## config.mk

```make
export PLATFORM = sky130hd
export DESIGN_NAME = fxp_div_pipe_flat
export DESIGN_NICKNAME = d
export VERILOG_FILES = /design/src/rtl/fxp_pkg.sv /design/src/rtl/fxp_div_pipe_if.sv /design/src/rtl/fxp_div_step.sv /design/src/rtl/fxp_div_pipe.sv /design/src/flat_wrapper.sv
export SDC_FILE = /design/constraint.sdc
export NUM_CORES = 1
export LEC_CHECK = 0
export CORE_ASPECT_RATIO = 0.5
export CORE_UTILIZATION = 54
export CTS_CLUSTER_DIAMETER = 50
export DETAILED_ROUTE_END_ITERATION = 16
export HOLD_SLACK_MARGIN = 0.1
export PLACE_DENSITY = 0.77
export SYNTH_ARGS = -nofsm -noshare
export SYNTH_HDL_FRONTEND = slang
export SYNTH_SLANG_ARGS = --single-unit
export TNS_END_PERCENT = 100
```

## constraint.sdc

```tcl
create_clock -name clk -period 8.8 [get_ports clk]
set_input_delay 1.32 -clock clk [delete_from_list [all_inputs] [get_ports clk]]
set_output_delay 1.32 -clock clk [all_outputs]
set_load 0.02 [all_outputs]
```

## src/rtl/fxp_pkg.sv

```systemverilog
// Shared types and helpers for the sequential fixed-point divider.
// Holds the FSM state enum, rounding-mode codes and saturation limits.
package fxp_pkg;

  typedef enum logic [2:0] {
    IDLE,
    CALC,
    ROUND,
    FIN,
    OUT
  } state_e;

  localparam logic RND_TRUNC = 1'b0;
  localparam logic RND_RNE   = 1'b1;

  // Saturation pattern; read as unsigned it is also the overflow limit.
  function automatic logic [63:0] sat_val(
    input int   w,
    input logic sgn,
    input logic neg
  );
    if (!sgn) return (64'd1 << w) - 64'd1;
    if (neg)  return 64'd1 << (w - 1);
    return (64'd1 << (w - 1)) - 64'd1;
  endfunction

endpackage

```

## src/rtl/fxp_div_pipe_if.sv

```systemverilog
// Operand/result handshake bundle for fxp_div_pipe.
// master drives operands and out_ready; slave is the divider.
interface fxp_div_pipe_if #(
  parameter int WIDTH = 32
);
  logic             in_valid;
  logic             in_ready;
  logic [WIDTH-1:0] a;
  logic [WIDTH-1:0] b;
  logic             sgn;
  logic             rnd;
  logic             out_valid;
  logic             out_ready;
  logic [WIDTH-1:0] q;
  logic             dbz;
  logic             ovf;

  modport master (
    output in_valid, a, b, sgn, rnd, out_ready,
    input  in_ready, out_valid, q, dbz, ovf
  );

  modport slave (
    input  in_valid, a, b, sgn, rnd, out_ready,
    output in_ready, out_valid, q, dbz, ovf
  );
endinterface

```

## src/rtl/fxp_div_step.sv

```systemverilog
// Combinational restoring-division slice, STEPS bits deep.
// Consumes dividend bits MSB first and emits one quotient bit per bit.
module fxp_div_step #(
  parameter int WIDTH = 32,
  parameter int STEPS = 1
) (
  input  logic [WIDTH:0]   acc,
  input  logic [STEPS-1:0] din,
  input  logic [WIDTH-1:0] div,
  output logic [WIDTH:0]   acc_nxt,
  output logic [STEPS-1:0] qbits
);

  logic [WIDTH:0] r;

  always_comb begin
    r     = acc;
    qbits = '0;
    for (int i = STEPS - 1; i >= 0; i--) begin
      r = {r[WIDTH-1:0], din[i]};
      if (r >= {1'b0, div}) begin
        r        = r - {1'b0, div};
        qbits[i] = 1'b1;
      end
    end
    acc_nxt = r;
  end

endmodule

```

## src/rtl/fxp_div_pipe.sv

```systemverilog
// Sequential fixed-point divider q = a*2^FBITS/b, STEPS bits per clock.
// Truncate or round-half-even, with saturation on overflow or b==0.
module fxp_div_pipe
  import fxp_pkg::*;
#(
  parameter int WIDTH    = 32,
  parameter int FBITS    = 29,
  parameter int STEPS    = 1,
  parameter bit SATURATE = 1'b1
) (
  input logic          clk,
  input logic          rst,
  fxp_div_pipe_if.slave io
);

  localparam int NB = WIDTH + FBITS + 1;
  localparam int N  = NB / STEPS;
  localparam int CW = $clog2(N) + 1;
  localparam int XW = (NB > 64) ? NB : 64;

  if ((NB % STEPS) != 0) begin : g_bad_steps
    $error("fxp_div_pipe: STEPS must divide WIDTH+FBITS+1");
  end

  state_e           state_q, state_d;
  logic [CW-1:0]    cnt_q, cnt_d;
  logic [WIDTH:0]   acc_q, acc_d;
  logic [WIDTH-1:0] div_q, div_d;
  logic [NB-1:0]    dvd_q, dvd_d;
  logic [NB-1:0]    quo_q, quo_d;
  logic [NB-1:0]    mag_q, mag_d;
  logic             neg_q, neg_d;
  logic             sgn_q, sgn_d;
  logic             rnd_q, rnd_d;
  logic             zb_q, zb_d;
  logic             in_ready_q, in_ready_d;
  logic             out_valid_q, out_valid_d;
  logic [WIDTH-1:0] q_q, q_d;
  logic             dbz_q, dbz_d;
  logic             ovf_q, ovf_d;

  logic [WIDTH:0]   step_acc;
  logic [STEPS-1:0] step_q;
  logic [WIDTH-1:0] amag, bmag, satv;
  logic [63:0]      lim;

  fxp_div_step #(
    .WIDTH(WIDTH),
    .STEPS(STEPS)
  ) u_step (
    .acc    (acc_q),
    .din    (dvd_q[NB-1 -: STEPS]),
    .div    (div_q),
    .acc_nxt(step_acc),
    .qbits  (step_q)
  );

  always_comb begin
    state_d     = state_q;
    cnt_d       = cnt_q;
    acc_d       = acc_q;
    div_d       = div_q;
    dvd_d       = dvd_q;
    quo_d       = quo_q;
    mag_d       = mag_q;
    neg_d       = neg_q;
    sgn_d       = sgn_q;
    rnd_d       = rnd_q;
    zb_d        = zb_q;
    in_ready_d  = in_ready_q;
    out_valid_d = out_valid_q;
    q_d         = q_q;
    dbz_d       = dbz_q;
    ovf_d       = ovf_q;
    amag        = (io.sgn && io.a[WIDTH-1]) ? -io.a : io.a;
    bmag        = (io.sgn && io.b[WIDTH-1]) ? -io.b : io.b;
    lim         = sat_val(WIDTH, sgn_q, neg_q);
    satv        = lim[WIDTH-1:0];

    unique case (state_q)
      IDLE: begin
        if (io.in_valid) begin
          div_d      = bmag;
          dvd_d      = {amag, {(FBITS+1){1'b0}}};
          neg_d      = io.sgn & (io.a[WIDTH-1] ^ io.b[WIDTH-1]);
          sgn_d      = io.sgn;
          rnd_d      = io.rnd;
          zb_d       = (io.b == '0);
          acc_d      = '0;
          cnt_d      = '0;
          quo_d      = '0;
          in_ready_d = 1'b0;
          state_d    = (io.b == '0) ? FIN : CALC;
        end
      end
      CALC: begin
        acc_d = step_acc;
        quo_d = (quo_q << STEPS) | NB'(step_q);
        dvd_d = dvd_q << STEPS;
        cnt_d = cnt_q + CW'(1);
        if (cnt_q == CW'(N - 1)) state_d = ROUND;
      end
      ROUND: begin
        mag_d = quo_q >> 1;
        // quo_q[0] is the half bit; ties go to the even magnitude
        if (rnd_q == RND_RNE && quo_q[0] && (quo_q[1] || acc_q != '0))
          mag_d = (quo_q >> 1) + NB'(1);
        state_d = FIN;
      end
      FIN: begin
        dbz_d = zb_q;
        ovf_d = 1'b0;
        if (zb_q) begin
          q_d = SATURATE ? satv : '0;
        end else if (XW'(mag_q) > XW'(lim)) begin
          ovf_d = 1'b1;
          q_d   = SATURATE ? satv : '0;
        end else begin
          q_d = neg_q ? -mag_q[WIDTH-1:0] : mag_q[WIDTH-1:0];
        end
        out_valid_d = 1'b1;
        state_d     = OUT;
      end
      OUT: begin
        if (io.out_ready) begin
          out_valid_d = 1'b0;
          in_ready_d  = 1'b1;
          state_d     = IDLE;
        end
      end
      default: begin
        state_d     = IDLE;
        in_ready_d  = 1'b1;
        out_valid_d = 1'b0;
      end
    endcase
  end

  always_ff @(posedge clk or posedge rst) begin
    if (rst) begin
      state_q     <= IDLE;
      cnt_q       <= '0;
      acc_q       <= '0;
      div_q       <= '0;
      dvd_q       <= '0;
      quo_q       <= '0;
      mag_q       <= '0;
      neg_q       <= 1'b0;
      sgn_q       <= 1'b0;
      rnd_q       <= 1'b0;
      zb_q        <= 1'b0;
      in_ready_q  <= 1'b1;
      out_valid_q <= 1'b0;
      q_q         <= '0;
      dbz_q       <= 1'b0;
      ovf_q       <= 1'b0;
    end else begin
      state_q     <= state_d;
      cnt_q       <= cnt_d;
      acc_q       <= acc_d;
      div_q       <= div_d;
      dvd_q       <= dvd_d;
      quo_q       <= quo_d;
      mag_q       <= mag_d;
      neg_q       <= neg_d;
      sgn_q       <= sgn_d;
      rnd_q       <= rnd_d;
      zb_q        <= zb_d;
      in_ready_q  <= in_ready_d;
      out_valid_q <= out_valid_d;
      q_q         <= q_d;
      dbz_q       <= dbz_d;
      ovf_q       <= ovf_d;
    end
  end

  assign io.in_ready  = in_ready_q;
  assign io.out_valid = out_valid_q;
  assign io.q         = q_q;
  assign io.dbz       = dbz_q;
  assign io.ovf       = ovf_q;

endmodule

```

## src/flat_wrapper.sv

```systemverilog
// flat-port wrapper written by rule: the top's interface ports become plain ports
module fxp_div_pipe_flat import fxp_pkg::*;
#(
  parameter int WIDTH    = 32,
  parameter int FBITS    = 29,
  parameter int STEPS    = 1,
  parameter bit SATURATE = 1'b1
)
  (clk, rst, io_in_valid, io_a, io_b, io_sgn, io_rnd, io_out_ready, io_in_ready, io_out_valid, io_q, io_dbz, io_ovf);
  fxp_div_pipe_if #(.WIDTH(WIDTH)) io_i ();
  input logic clk;
  input logic rst;
  input wire logic [$bits(io_i.in_valid)-1:0] io_in_valid;
  input wire logic [$bits(io_i.a)-1:0] io_a;
  input wire logic [$bits(io_i.b)-1:0] io_b;
  input wire logic [$bits(io_i.sgn)-1:0] io_sgn;
  input wire logic [$bits(io_i.rnd)-1:0] io_rnd;
  input wire logic [$bits(io_i.out_ready)-1:0] io_out_ready;
  output wire logic [$bits(io_i.in_ready)-1:0] io_in_ready;
  output wire logic [$bits(io_i.out_valid)-1:0] io_out_valid;
  output wire logic [$bits(io_i.q)-1:0] io_q;
  output wire logic [$bits(io_i.dbz)-1:0] io_dbz;
  output wire logic [$bits(io_i.ovf)-1:0] io_ovf;
  assign io_i.in_valid = io_in_valid;
  assign io_i.a = io_a;
  assign io_i.b = io_b;
  assign io_i.sgn = io_sgn;
  assign io_i.rnd = io_rnd;
  assign io_i.out_ready = io_out_ready;
  assign io_in_ready = io_i.in_ready;
  assign io_out_valid = io_i.out_valid;
  assign io_q = io_i.q;
  assign io_dbz = io_i.dbz;
  assign io_ovf = io_i.ovf;
  fxp_div_pipe #(.WIDTH(WIDTH), .FBITS(FBITS), .STEPS(STEPS), .SATURATE(SATURATE)) u_core (.clk(clk), .rst(rst), .io(io_i));
endmodule
```

==> run summary, run 1 <==
The placed wire-length estimate came out at 24,000 um. The worst IR drop on VDD came out at 0.222 mV. The sink count of the clock tree came out at 271. On the critical path, the stage with the largest delay is an instance of dfrtp_1.

The row count came out at 43. The number of slew-limit violations in the final report came out at 0. The area of the mapped netlist came out at 15,500 um^2.

Ranked by total cell area, the synthesized netlist is headed by dfrtp_1 (44%), o21ai_0 (6.4%), xor2_1 (6.2%). Prior to clock tree synthesis, the placed netlist has a worst setup slack of 4.45 ns. For this run, the post-layout net count is 1,878. The number of storage elements in the synthesis netlist came out at 271. The cell count after synthesis came out at 1,716.

For this design the static power due to leakage is 7.58 nW. The effective utilization at floorplan is 55.5%. The number of buffers on the longest clock path came out at 3. The setup path with the least slack is of type reg2reg. Hold repair after CTS inserted 0 buffers. The most critical setup path has its startpoint at u_core.neg_q. Across the run, the number of max-cap violations was 0.

The number of antenna violations at the first check in global routing was 1. Leaving out fill and tap cells, the most frequent cells in the layout are dfrtp_1 (270), nand2_1 (232), o21ai_0 (197). The die extent in x came out at 242 um. The relative area change from synthesis to final layout is 14.3%. The number of setup buffers added after CTS is 0. The power density relative to cell area is 349 nW/um^2. The per-cell routed wire length is 16.2 um. The violation count after the first detailed-routing iteration came out at 1,063. The clock slew seen by the registers of the worst setup and hold paths is 0.06 ns. The post-CTS resize count is 0.

The worst setup path is launched from a register. The combinational cell fraction of total power is 49.3%. Entering global routing, the biggest net connects 121 pins. TritonCTS built the clock tree. The register share of total power is 31.4%. The total congestion overflow after global routing is 0.

The count of port buffers added during placement came out at 105. The via count of the first global-routing pass came out at 11,800. The wire length after detailed routing came out at 35,100 um. The cell-internal power is 3.53 mW. The largest incremental delay on the critical path is 1.04 ns. The vias per cell is 5.86. The die is 122 um tall. The cell family contributing the most delay on the critical path is simple AND/OR/NAND/NOR gates. The post-route setup TNS is 0 ns. The startpoint identified for the worst register-to-register timing path is u_core.neg_q. The overall power of the completed layout came out at 6.19 mW.

The last weighted congestion value of the routability-driven placer came out at 0.923. The total I/O pin count is 106. The final critical path takes up 46.1% of the cycle. The number of different library cells used by synthesis comes to 67. The reported net switching power is 2.65 mW. Across all setup checks in the final design, the least slack found is 4.74 ns. The share of synthesized flip-flops with an asynchronous set or reset is 100%. The path class of the tightest hold or removal check is reg2reg. Setup violations remaining at the end of the flow were counted as 0. Fill cells in the final layout number 2,334. Global routing used 24.2% of the available tracks across all layers. The count of nets left with antenna violations once routing finished came out at 0. The cell taking the most area after synthesis is dfrtp_1.

The Yosys warning count is 0. The transition time at the pin with the least slew margin is 1.17 ns. The flow ran to the end, and the final reports show no timing, DRC or antenna violations. The clock skew after layout came out at 0.0139 ns. The count of buffering cells on the critical path with inverters included is 1. The leading cell type in the layout, fill and taps excluded is dfrtp_1.

The clock latency reported for the late side of the worst-skew pair is 0.54 ns. Summing all flip-flop and latch instances after layout gives 6780 um^2. The worst pin sits at a relative slew slack of 22.1%.

The number of design rule violations left after detail routing is 0. The die outline area is 29,500 um^2. Of the post-synthesis cell area, the dominant cell type holds 43.5%.

The critical path goes through nor2b_1 > ha_1 > nand4_1 > nor4_1 > nand3_1 > a211oi_1 > o21ai_1 > nor2_4 > nor3_2 > buf_4 > a311oi_1. Across all layers, the routed design uses 12,700 vias. The worst register-to-register path has a depth of 11. The endpoint identified for the worst register-to-register timing path is u_core.io.q[0]. The synthesized area per cell came out at 9.04 um^2. The post-synth net total came out at 1,827. Of the cells placed in the final design, the portion with a size suffix greater than 1 is 5.15%. The multi-input combinational cells in the finished layout cover a total of 8170 um^2. For the worst setup path, the data required time is 9.24 ns. The most used flip-flop cell after synthesis is dfrtp_1. The worst setup slack for register-to-register paths came out at 4.74 ns. The path length in cells of the critical path came out at 11.

The cell sitting at the root of the clock tree is a clkbuf_16. The timing-limited maximum frequency came out at 246 MHz. The count of flip-flops with a built-in enable after synthesis came out at 0.

The largest driver fanout on the critical path came out at 35. The switching share of power is 42.9%. The first-pass iteration count of the detailed router came out at 6. In this run the number of H-tree levels came out at 1. The global-route wire length before repair is 59,100 um.

Counting the buffers created by CTS gives 27. Setup repair after global routing left no endpoint under its margin. The floorplan core area is 28,000 um^2. The clock network fraction of total power came out at 19.3%.

The minimum period implied by the final worst setup slack came out at 4.06 ns. The critical path data arrival time is 4.50 ns. The number of hold violations in the final report is 0. Following the worst setup path forward leads to its endpoint at u_core.io.q[0]. The post-synthesis sequential area ratio is 43.7%. The worst setup path is captured at a register.
[routing by layer]
metal	global-route usage (%)	part of all wire, %	wire [um]
met1	35.0	49	17200
met2	38.3	44	15600
met4	5.26	1.7	597
met5	0	0	0
met3	4.05	4.9	1730
[registers in the layout, summed over array words and instances, names as in the netlist]
register,cells
u_core.dvd_q,32
u_core.neg_q,1
u_core.rnd_q,1
u_core.io.dbz,1
u_core.div_q,32
u_core.cnt_q,7
u_core.quo_q,62
u_core.mag_q,62
u_core.io.in_ready,1
u_core.io.out_valid,1
u_core.io.q,32
u_core.state_q,3
u_core.acc_q,33
u_core.sgn_q,1
u_core.zb_q,1
u_core.io.ovf,1
[worst min-delay path, stage by stage, from the launching register on]
cell,delay (ns)
dfrtp_1,0.33
nand2_1,0.05
o21ai_0,0.06
[stage by stage]
step	util [%]	area, um^2	std cells	hold slack (ns)
2_1_floorplan	-	15500	1716	0.450
3_3_place_gp	60.1	16800	2120	0.462
3_5_place_dp	60.1	16800	2120	0.471
4_1_cts	63.4	17700	2167	0.486
5_1_grt	63.4	17700	2168	0.508
6_report	63.4	17700	2168	0.483
[synthesized netlist by cell type, types with 5 or more instances]
cell / n
nor2_1: 113
or2_2: 5
nor3b_1: 5
nand2_1: 233
nor2b_1: 5
dfrtp_1: 270
buf_2: 8
a22oi_1: 27
o31ai_1: 22
a21o_1: 17
ha_1: 40
a311oi_1: 30
a31oi_1: 11
and2_1: 8
nor4_1: 24
or3_1: 12
xor2_1: 109
o21ai_0: 197
buf_1: 8
nor3_1: 19
nand3_1: 46
nand4_1: 34
o21ai_1: 8
a211oi_1: 5
mux2i_1: 21
a21oi_1: 59
nand2b_1: 5
inv_1: 62
nor3_2: 5
a22o_1: 62
o41ai_1: 14
xnor2_1: 62
clkbuf_1: 78
or4_1: 9
and3_1: 23
[cell type report]
class,count,share of cell area (%)
diodes,1,0.0141
clock buffers,37,4.36
clock inverters,10,0.797
inverters,62,1.35
multi-input cells,1287,46.1
flip-flops and latches,271,38.2
well taps,382,2.70
repair buffers,118,6.48
[worst min-delay path by stage]
stage,slack (ns),cells after the start,to,start
final,0.48,2,u_core.div_q[21],u_core.div_q[21]
after global routing,0.51,2,u_core.div_q[21],u_core.div_q[21]
after CTS,0.49,2,u_core.mag_q[33],u_core.mag_q[33]
after detailed placement,0.47,2,u_core.mag_q[33],u_core.mag_q[33]
after global placement,0.46,2,u_core.div_q[13],u_core.div_q[13]
after floorplan,0.45,2,u_core.div_q[10],u_core.div_q[10]
[kinds of logic after synthesis]
logic type      synth area share (%)
flops                           43.7
compound gates                  20.4
fa+ha+maj                       3.35
buf+inv                         3.94
mux                             1.50
xor+xnor                        9.65
simple gates                    17.4
[power by group through the flow]
stage	Combinational, mW	Sequential [mW]	Clock [mW]
global route	3.42	1.99	1.27
detailed placement	3.03	1.95	0
CTS	3.04	1.94	1.22
finish	3.05	1.94	1.20
floorplan	2.27	1.94	0
global placement	2.98	1.94	0
(Power assumes the default switching activity.)
==> inputs of run 2 (changes only) <==
--- a/config.mk
+++ b/config.mk
@@ -6,11 +6,11 @@
 export NUM_CORES = 1
 export LEC_CHECK = 0
 export CORE_ASPECT_RATIO = 0.5
-export CORE_UTILIZATION = 54
+export CORE_UTILIZATION = 55
 export CTS_CLUSTER_DIAMETER = 50
 export DETAILED_ROUTE_END_ITERATION = 16
 export HOLD_SLACK_MARGIN = 0.1
-export PLACE_DENSITY = 0.77
+export PLACE_DENSITY = 0.75
 export SYNTH_ARGS = -nofsm -noshare
 export SYNTH_HDL_FRONTEND = slang
 export SYNTH_SLANG_ARGS = --single-unit
==> constraint.sdc (replaced) <==
create_clock -name clk -period 3.8 [get_ports clk]
set_input_delay 0.57 -clock clk [delete_from_list [all_inputs] [get_ports clk]]
set_output_delay 0.57 -clock clk [all_outputs]
set_load 0.02 [all_outputs]
==> run summary, run 2 (synthesis gave the netlist of run 1 again) <==
The number of buffers on the longest clock path is 3 (unchanged). The wire length after detailed routing was 36,600 um (was 35,100 um). The maximum level of the CTS H-tree is 1 (unchanged).

The first-pass iteration count of the detailed router came out at 5 (was 6). The launch point of the worst reg-to-reg path is u_core.dvd_q[61] (was u_core.neg_q). The number of diodes is 0 (was 1).

The max-capacitance violation count came out at 0 (unchanged). The tightest slew margin relative to the limit is 23.7% (was 22.1%). The transition time at the pin with the least slew margin is 1.14 ns (was 1.17 ns). The total I/O pin count came to 106 (unchanged). The global-route wire length before repair is 60,400 um (was 59,100 um).

Leading cell types in the layout, fill and taps excluded: dfrtp_1 (270), nand2_1 (232), o21ai_0 (197) (unchanged). The number of setup buffers added after CTS came out at 0 (unchanged). The effective utilization at floorplan came out at 56.0% (was 55.5%).

The total congestion overflow after global routing is 0 (unchanged). The clock skew after layout came to 0.0117 ns (was 0.0139 ns). The number of slew-limit violations in the final report is 0 (unchanged).

The overall power of the completed layout is 14.7 mW (was 6.19 mW). Unrepaired setup endpoints after global routing: false (unchanged). The critical path data arrival time came out at 3.77 ns (was 4.50 ns). The number of nets at the end of the flow came out at 1,887 (was 1,878). The worst IR drop on VDD is 0.447 mV (was 0.222 mV). The number of hold violations in the final report is 0 (unchanged).

The remaining antenna violation count is 0 (unchanged). The die extent in x came out at 240 um (was 242 um). The count of port buffers added during placement is 105 (unchanged). The worst hold slack across all endpoints is 0.402 ns (was 0.483 ns). The ratio of final minimum period to clock period is 86.3% (was 46.1%). The via count of the first global-routing pass came out at 12,200 (was 11,800). The worst endpoint required time came out at 4.29 ns (was 9.24 ns). The die height came out at 121 um (was 122 um). The terminus of the critical flop-to-flop path is u_core.acc_q[28] (was u_core.io.q[0]). The post-CTS resize count is 0 (unchanged). The timing-limited maximum frequency was 305 MHz (was 246 MHz).

The kind of end point of the critical path is a register (unchanged). The number of antenna violations at the first check in global routing is 0 (was 1). The cell with the biggest individual delay on the critical path is o41ai_1 (was dfrtp_1).

The placed wire-length estimate came out at 26,100 um (was 24,000 um). The floorplan core area is 27,700 um^2 (was 28,000 um^2). The largest incremental delay on the critical path came out at 0.58 ns (was 1.04 ns). The largest driver fanout on the critical path is 4 (was 35).

The fraction of final layout cells with drive strength greater than 1 was 5.73% (was 5.15%). The CTS root buffer was clkbuf_16 (unchanged). CP cell instances: inv_1 > ha_1 > fa_1 > nor2b_1 > o21bai_1 > a21oi_1 > nor3_1 > nor2_1 > o21ai_0 > o41ai_1 > mux2_2 > nand2_1 (was nor2b_1 > ha_1 > nand4_1 > nor4_1 > nand3_1 > a211oi_1 > o21ai_1 > nor2_4 > nor3_2 > buf_4 > a311oi_1). The all-layer global routing usage is 25.5% (was 24.2%). The sink count of the clock tree came to 271 (unchanged). The per-cell routed wire length is 16.8 um (was 16.2 um). The worst setup path category is reg2reg (unchanged). Registers with the most flip-flops: u_core.mag_q (62), u_core.quo_q (62), u_core.acc_q (33) (unchanged). The clock slew seen by the registers of the worst setup and hold paths is 0.07 ns (was 0.06 ns). The startpoint type of the worst setup path was a register (unchanged). The relative area change from synthesis to final layout was 15.5% (was 14.3%). The count of cells along the worst register-to-register path came out at 12 (was 11).

The leading cell type in the layout, fill and taps excluded is dfrtp_1 (unchanged). The worst setup slack for register-to-register paths came out at 0.52 ns (was 4.74 ns). The final worst-path setup slack is 0.519 ns (was 4.74 ns). The number of design rule violations left after detail routing is 0 (unchanged). The power density relative to cell area is 819 nW/um^2 (was 349 nW/um^2). The vias per cell came to 5.95 (was 5.86). The number of CTS-inserted buffers came out at 26 (was 27).

The count of hold buffers inserted by post-cts repair came to 0 (unchanged). The leakage component of the power came out at 7.67 nW (was 7.58 nW). The TritonCTS clock tree is done (unchanged). The violation count after the first detailed-routing iteration came out at 1,013 (was 1,063).

The minimum period implied by the final worst setup slack came out at 3.28 ns (was 4.06 ns). Outcome: finished clean (unchanged). The count of vias placed by the detailed router came out at 13,000 (was 12,700). The clock latency reported for the late side of the worst-skew pair is 0.55 ns (was 0.54 ns). The pre-CTS setup slack is 0.124 ns (was 4.45 ns). The die outline area came out at 28,900 um^2 (was 29,500 um^2). The row count came out at 43 (unchanged). The worst hold-check path type was in2async (was reg2reg).

The last weighted congestion value of the routability-driven placer is 0.943 (was 0.923). The count of final setup violators came out at 0 (unchanged). The pin count of the biggest net entering global routing came out at 94 (was 121).
==> run 2: cell types whose count changed in the layout (fill, tap and decap cells not counted), moves of 2 or more <==
cell / previous run / this run
nor4_2: 5 / 3
buf_4: 13 / 16
inv_8: 2 / 0
nor4_1: 21 / 23
bufinv_16: 3 / 5
clkinvlp_4: 1 / 3
clkbuf_1: 4 / 2
buf_12: 0 / 7
==> run 2: worst max-delay path: cells and delay by family (launching register included) <==
kind	cells	cell delay (ns)
compound gates	4	1.21
fa+ha+maj	2	0.63
simple gates	4	0.52
flops	1	0.41
mux	1	0.39
buf+inv	1	0.06
==> run 2: worst max-delay path by stage <==
| stage | start | to | depth (start not counted) |
|---|---|---|---|
| 6_report | u_core.dvd_q[61] | u_core.acc_q[28] | 12 |
| 5_1_grt | u_core.dvd_q[61] | u_core.acc_q[28] | 12 |
| 4_1_cts | u_core.dvd_q[61] | u_core.acc_q[28] | 12 |
| 3_5_place_dp | io_a[1] | u_core.dvd_q[58] | 12 |
| 3_3_place_gp | io_a[1] | u_core.dvd_q[58] | 12 |
| 2_1_floorplan | rst | u_core.acc_q[0] | 1 |
==> run 2: layout make-up <==
type | count | area [um^2]
Multi-Input combinational cell | 1287 | 8160
Inverter | 62 | 236
Clock inverter | 15 | 228
Timing Repair Buffer | 128 | 1310
Sequential cell | 271 | 6780
Clock buffer | 33 | 727
Fill cell | 2281 | 9790
Tap cell | 382 | 478
==> run 2: through the flow <==
stage	cell area, um^2	cells	setup TNS, ns	utilization (%)
after floorplan	15500	1716	-94.67	-
after detailed placement	17000	2130	0	61.2
after global placement	17000	2130	0	61.2
after CTS	17900	2178	0	64.7
after global routing	17900	2178	0	64.7
final	17900	2178	0	64.7
==> run 2: routing by layer <==
layer	vias to the layer above	global-route usage, %	share of wire [%]
met5	-	0	0
met4	0	6.85	2.4
met3	70	4.04	5.0
met2	326	42.6	47
met1	6276	34.6	46
li1	6285	-	-
==> run 2: where the power goes <==
| part | internal, mW | total, mW | leakage (nW) | switching, mW |
|---|---|---|---|---|
| Clock | 1.71 | 2.87 | 0.465 | 1.17 |
| Sequential | 3.73 | 4.46 | 3.55 | 0.730 |
| Combinational | 2.95 | 7.33 | 3.65 | 4.39 |
